File: config.mk
export PLATFORM = sky130hd
export DESIGN_NAME = mandel_iter_sequencer
export DESIGN_NICKNAME = d
export VERILOG_FILES = /design/src/rtl/mandel_iter_sequencer.sv
export SDC_FILE = /design/constraint.sdc
export NUM_CORES = 1
export LEC_CHECK = 0
export ABC_CLOCK_PERIOD_IN_PS = 12600
export CORE_ASPECT_RATIO = 0.75
export CORE_MARGIN = 2
export CORE_UTILIZATION = 35
export CTS_BUF_LIST = sky130_fd_sc_hd__clkbuf_4
export CTS_CLUSTER_SIZE = 10
export DETAILED_ROUTE_END_ITERATION = 10
export PLACE_DENSITY_LB_ADDON = 0.08
export SLEW_MARGIN = 20
export SYNTH_ARGS = -nofsm -noshare
export SYNTH_HDL_FRONTEND = slang
export SYNTH_SLANG_ARGS = --single-unit
File: constraint.sdc
create_clock -name clk -period 12.6 [get_ports clk]
set_input_delay 2.52 -clock clk [delete_from_list [all_inputs] [get_ports clk]]
set_output_delay 2.52 -clock clk [all_outputs]
set_load 0.01 [all_outputs]
File: src/rtl/mandel_iter_sequencer.sv
// Mandelbrot iteration sequencer: runs z <= z^2 + c for one pixel, sharing one
// external fixed-point multiplier over three phases per iteration, and reports the escape count.
module mandel_iter_sequencer #(
  parameter int D  = 8,
  parameter int F  = 24,
  parameter int IW = 16
) (
  input  logic             clk,
  input  logic             rst,
  input  logic             start,
  input  logic [D+F-1:0]   c_re,
  input  logic [D+F-1:0]   c_im,
  input  logic [IW-1:0]    max_iter,
  output logic [D+F-1:0]   mult_a,
  output logic [D+F-1:0]   mult_b,
  input  logic [D+F-1:0]   mult_p,
  output logic             busy,
  output logic             done,
  output logic             escaped,
  output logic [IW-1:0]    iter_count,
  output logic [2:0]       state_dbg
);

  localparam int W = D + F;
  localparam logic signed [W:0] MAG_LIMIT = (W+1)'(64'd4 << F);

  // Handshake: start is a single-cycle request accepted only in IDLE (busy=0);
  // done is a one-cycle pulse with escaped/iter_count valid in that cycle and held afterwards.
  typedef enum logic [2:0] {
    S_IDLE = 3'd0,
    S_RR   = 3'd1,
    S_II   = 3'd2,
    S_RI   = 3'd3,
    S_UPD  = 3'd4,
    S_DONE = 3'd5
  } state_t;

  state_t          state, state_next;
  logic [W-1:0]    zr, zi, zr2, zi2, zri;
  logic [W-1:0]    c_re_q, c_im_q;
  logic [IW-1:0]   max_q, iter;
  logic signed [W:0] mag;
  logic            hit_escape, hit_limit;
  logic [W-1:0]    zr_upd, zi_upd;

  assign mag        = $signed({zr2[W-1], zr2}) + $signed({zi2[W-1], zi2});
  assign hit_escape = (mag > MAG_LIMIT);
  assign hit_limit  = (iter == max_q);
  // Wrapping arithmetic: values stay bounded until escape, so no saturation is needed.
  assign zr_upd     = zr2 - zi2 + c_re_q;
  assign zi_upd     = {zri[W-2:0], 1'b0} + c_im_q;
  assign state_dbg  = state;

  always_comb begin
    state_next = state;
    mult_a     = '0;
    mult_b     = '0;
    busy       = (state != S_IDLE);
    done       = 1'b0;
    case (state)
      S_IDLE: if (start) state_next = S_RR;
      S_RR: begin
        mult_a     = zr;
        mult_b     = zr;
        state_next = S_II;
      end
      S_II: begin
        mult_a     = zi;
        mult_b     = zi;
        state_next = S_RI;
      end
      S_RI: begin
        mult_a     = zr;
        mult_b     = zi;
        state_next = S_UPD;
      end
      S_UPD: state_next = (hit_escape || hit_limit) ? S_DONE : S_RR;
      S_DONE: begin
        done       = 1'b1;
        state_next = S_IDLE;
      end
      default: state_next = S_IDLE;
    endcase
  end

  always_ff @(posedge clk) begin
    if (rst) begin
      state      <= S_IDLE;
      zr         <= '0;
      zi         <= '0;
      zr2        <= '0;
      zi2        <= '0;
      zri        <= '0;
      iter       <= '0;
      c_re_q     <= '0;
      c_im_q     <= '0;
      max_q      <= '0;
      escaped    <= 1'b0;
      iter_count <= '0;
    end else begin
      state <= state_next;
      case (state)
        S_IDLE: begin
          if (start) begin
            c_re_q <= c_re;
            c_im_q <= c_im;
            max_q  <= max_iter;
            zr     <= '0;
            zi     <= '0;
            iter   <= '0;
          end
        end
        S_RR: zr2 <= mult_p;
        S_II: zi2 <= mult_p;
        S_RI: zri <= mult_p;
        S_UPD: begin
          if (hit_escape) begin
            escaped    <= 1'b1;
            iter_count <= iter;
          end else if (hit_limit) begin
            escaped    <= 1'b0;
            iter_count <= iter;
          end else begin
            zr   <= zr_upd;
            zi   <= zi_upd;
            iter <= iter + IW'(1);
          end
        end
        default: ;
      endcase
    end
  end

endmodule
==> impl_metrics.yaml <==
outcome:
  status: "completed"
floorplan:
  rows: 71
  start_util_pct: 35.2
  die_height_um: 198
  die_area_sq_um: 51900
  core-area_sq_um: 49800
  ioPinCount: 201
  die_x_um: 263
clocking:
  path_clk_slew_ns: 0.06
  cts_setup_buffers: 0
  insertion_delay_ns: 0.82
  cts.sinks: 275
  hold_buffers: 0
  cts_buffers: 77
  htreeDepth: 3
  cts_tree: "built"
  cts_resized: 0
  clockBufferDepth: 3
  cts-root-buf: "clkbuf_4"
pwr:
  p_comb_share_pct: 30.9
  pwr-share-clk_pct: 32.8
  internal-power_mw: 1.66
  netSwitchingFraction_pct: 36.8
  p_switching_uw: 967
  ir_drop_mv: 0.0580
  leakage_nw: 8.36
  power_density_nw_per_um2: 125
  power_frac_seq_pct: 36.3
setup_path:
  rr_worst_depth: 15
  worst-setup-path-type: "reg2out"
  r2r_start: "zi2[1]$_SDFFE_PP0N_"
  r2r_setup_slack_ns: 7.30
  path_max_fanout: 46
  cp_data_arrival_time_ns: 3.66
  required_ns: 10.08
  r2r-end: "zi[31]$_SDFFE_PP0P_"
  worstSetupStartpointType: "flip-flop"
  worstSetupEndpointType: "primary output"
final_layout:
  fillers: 5147
  final_area_sq_um: 21000
  area_growth_pct: 19.9
  drive_above_1_share_pct: 7.38
  finish.utilization_pct: 42.2
  layout.nets: 2715
place:
  hpwl_mm: 44.8
  pre_cts_slack_ns: 7.19
  placed_cell_area_sq_um: 20000
  gp_congestion: 0.893
  io_buffers: 200
synthesis:
  synth_top_cell_by_area: "dfxtp_1"
  yosysTopAreaCellShare_pct: 31.4
  synthCells: 2273
  avgSynthCellArea_sq_um: 7.72
  synthTopCellsByArea: "dfxtp_1, nand2_1, ha_1, a21oi_1, inv_1"
  ys_warn_count: 0
  seq_area_frac_synth_pct: 31.4
  synth_most_common_cell: "nand2_1"
  synth.distinct_cells: 86
  synth_edf_count: 0
  synthesis.area_sq_um: 17500
  async_flop_share_pct: 0
  yosys-top-cells-count: "nand2_1, a21oi_1, dfxtp_1"
  synthFlopType: "dfxtp_1"
  syn-num-nets: 2546
  ys_ff_latch: 275
global_route:
  grt_pass1_wl_mm: 93.2
  antenna_found_initial: 4
  globalRouteTotalUtil_pct: 22.9
  grt_max_degree: 92
  grt_pass1_vias: 16311
  grt-ovfl-total: 0
timing:
  hold_slack_ns: 0.455
  report.final.slew_viol_count: 0
  rsz0062_at_grt: "false"
  worstMarginPinSlew_ns: 1.04
  hold_viol_final: 0
  fin_tns_setup_ns: 0
  period_share_pct: 49.1
  fmax_ghz: 0.162
  fin_skew_ns: 0.0475
  max-slew-margin-rel_pct: 30.6
  finalSetupViolations: 0
  post-route-worst-setup-slack_ns: 6.42
  min_period_ns: 6.18
worst_hold_path:
  worstHoldEndpoint: "c_re_q[4]$_SDFFE_PP0P_"
  hold_depth: 2
  hold_path_class: "reg2reg"
  hold_start: "c_re_q[4]$_SDFFE_PP0P_"
routing:
  viasPerCell: 5.30
  num_vias: 16740
  drcViolationCount: 0
  drt-wirelength-per-cell_um: 19.1
  postRouteWirelength_mm: 60.4
  drt_iter0_drc: 1004
  drtPass1Iterations: 6
  drtAntennaViolNets: 0
flow_run:
  drv_cap: 0
[flip-flops by register name, summed over array words and instances, names as in the netlist, 31 cells and up]
signal	cells
c_im_q	32
c_re_q	32
zi2	32
zi	32
zr2	32
zr	32
zri	31
[through the flow]
step	total power, mW	cells
finish	2.63	3157
global route	2.79	3157
CTS	2.66	3151
detailed placement	1.78	3020
global placement	1.78	3020
floorplan	1.51	2273
[per-layer routing]
metal	GRT usage (%)	wire length [um]	share of wire, %
met2	36.5	27000	45
met1	31.1	28600	47
met5	0	0	0
met3	5.17	3580	5.9
met4	6.22	1180	1.9
[worst max-delay path: stages, from the launching register on]
cell             delay (ns)
dfxtp_2                0.44
buf_4                  0.32
nor2b_2                0.18
nor2b_4                0.58
buf_4                  0.59
a22o_1                 0.21
clkdlybuf4s50_1        0.54
[worst max-delay path by stage]
stage,from,to,slack (ns),cells after the start
final,state_dbg[2]$_SDFFE_PP0N_,mult_b[27],6.42,6
after global routing,state_dbg[2]$_SDFFE_PP0N_,mult_b[27],6.09,6
after CTS,state_dbg[2]$_SDFFE_PP0N_,mult_b[27],6.33,6
after detailed placement,state_dbg[2]$_SDFFE_PP0N_,mult_b[27],7.19,6
after global placement,start,zi[31]$_SDFFE_PP0P_,7.24,8
after floorplan,state_dbg[1]$_SDFFE_PP0N_,mult_a[10],8.20,7
[area by class of cell]
type,instances,area (sq um),area share (%)
multi-input cells,1669,10800,51.4
clock inverters,20,141,0.672
clock buffers,111,833,3.96
flip-flops and latches,275,5510,26.2
diodes,6,15.0,0.0714
repair buffers,220,2160,10.3
inverters,199,747,3.55
well taps,657,822,3.91
[kinds of logic (layout without fill, tap and decap cells)]
logic type,after synthesis,in the layout,synth area share [%]
multiplexers,28,28,1.63
AND/OR/NAND/NOR,788,788,20.7
AO/OA/AOI/OAI,618,618,22.5
XOR/XNOR,77,77,3.84
buffers and inverters,329,550,7.20
other,0,6,0
flip-flops,275,275,31.4
adder cells (fa/ha/maj),158,158,12.7
[power groups by stage]
stage               Combinational [mW]  Clock [mW]  Sequential (mW)
floorplan                        0.550           0            0.959
global placement                 0.807           0            0.972
detailed placement               0.811           0            0.974
CTS                              0.816       0.890            0.955
global route                     0.899       0.934            0.960
finish                           0.811       0.861            0.954
[cell usage in the layout, fill, tap and decap left out, types with 12 or more instances in the layout]
cell / Yosys / final
nand4_1: 57 / 57
o21bai_1: 12 / 12
a211oi_1: 18 / 18
nor2b_1: 20 / 15
a21o_1: 27 / 27
dfxtp_1: 275 / 274
fa_1: 33 / 33
a22o_1: 65 / 65
buf_4: 0 / 20
nand3_1: 23 / 23
ha_1: 125 / 125
xor2_1: 37 / 37
o21a_1: 12 / 12
nor3_1: 26 / 26
o31ai_1: 24 / 24
or3_1: 17 / 17
inv_1: 193 / 193
mux2i_1: 26 / 26
clkdlybuf4s50_1: 0 / 199
xnor2_1: 40 / 40
clkbuf_4: 0 / 111
nor4_1: 20 / 20
nand2_1: 448 / 447
nor2_1: 92 / 92
a21oi_1: 311 / 311
o21ai_0: 45 / 45
nand2b_1: 24 / 23
No activity file was read; power rests on OpenSTA's default activity.
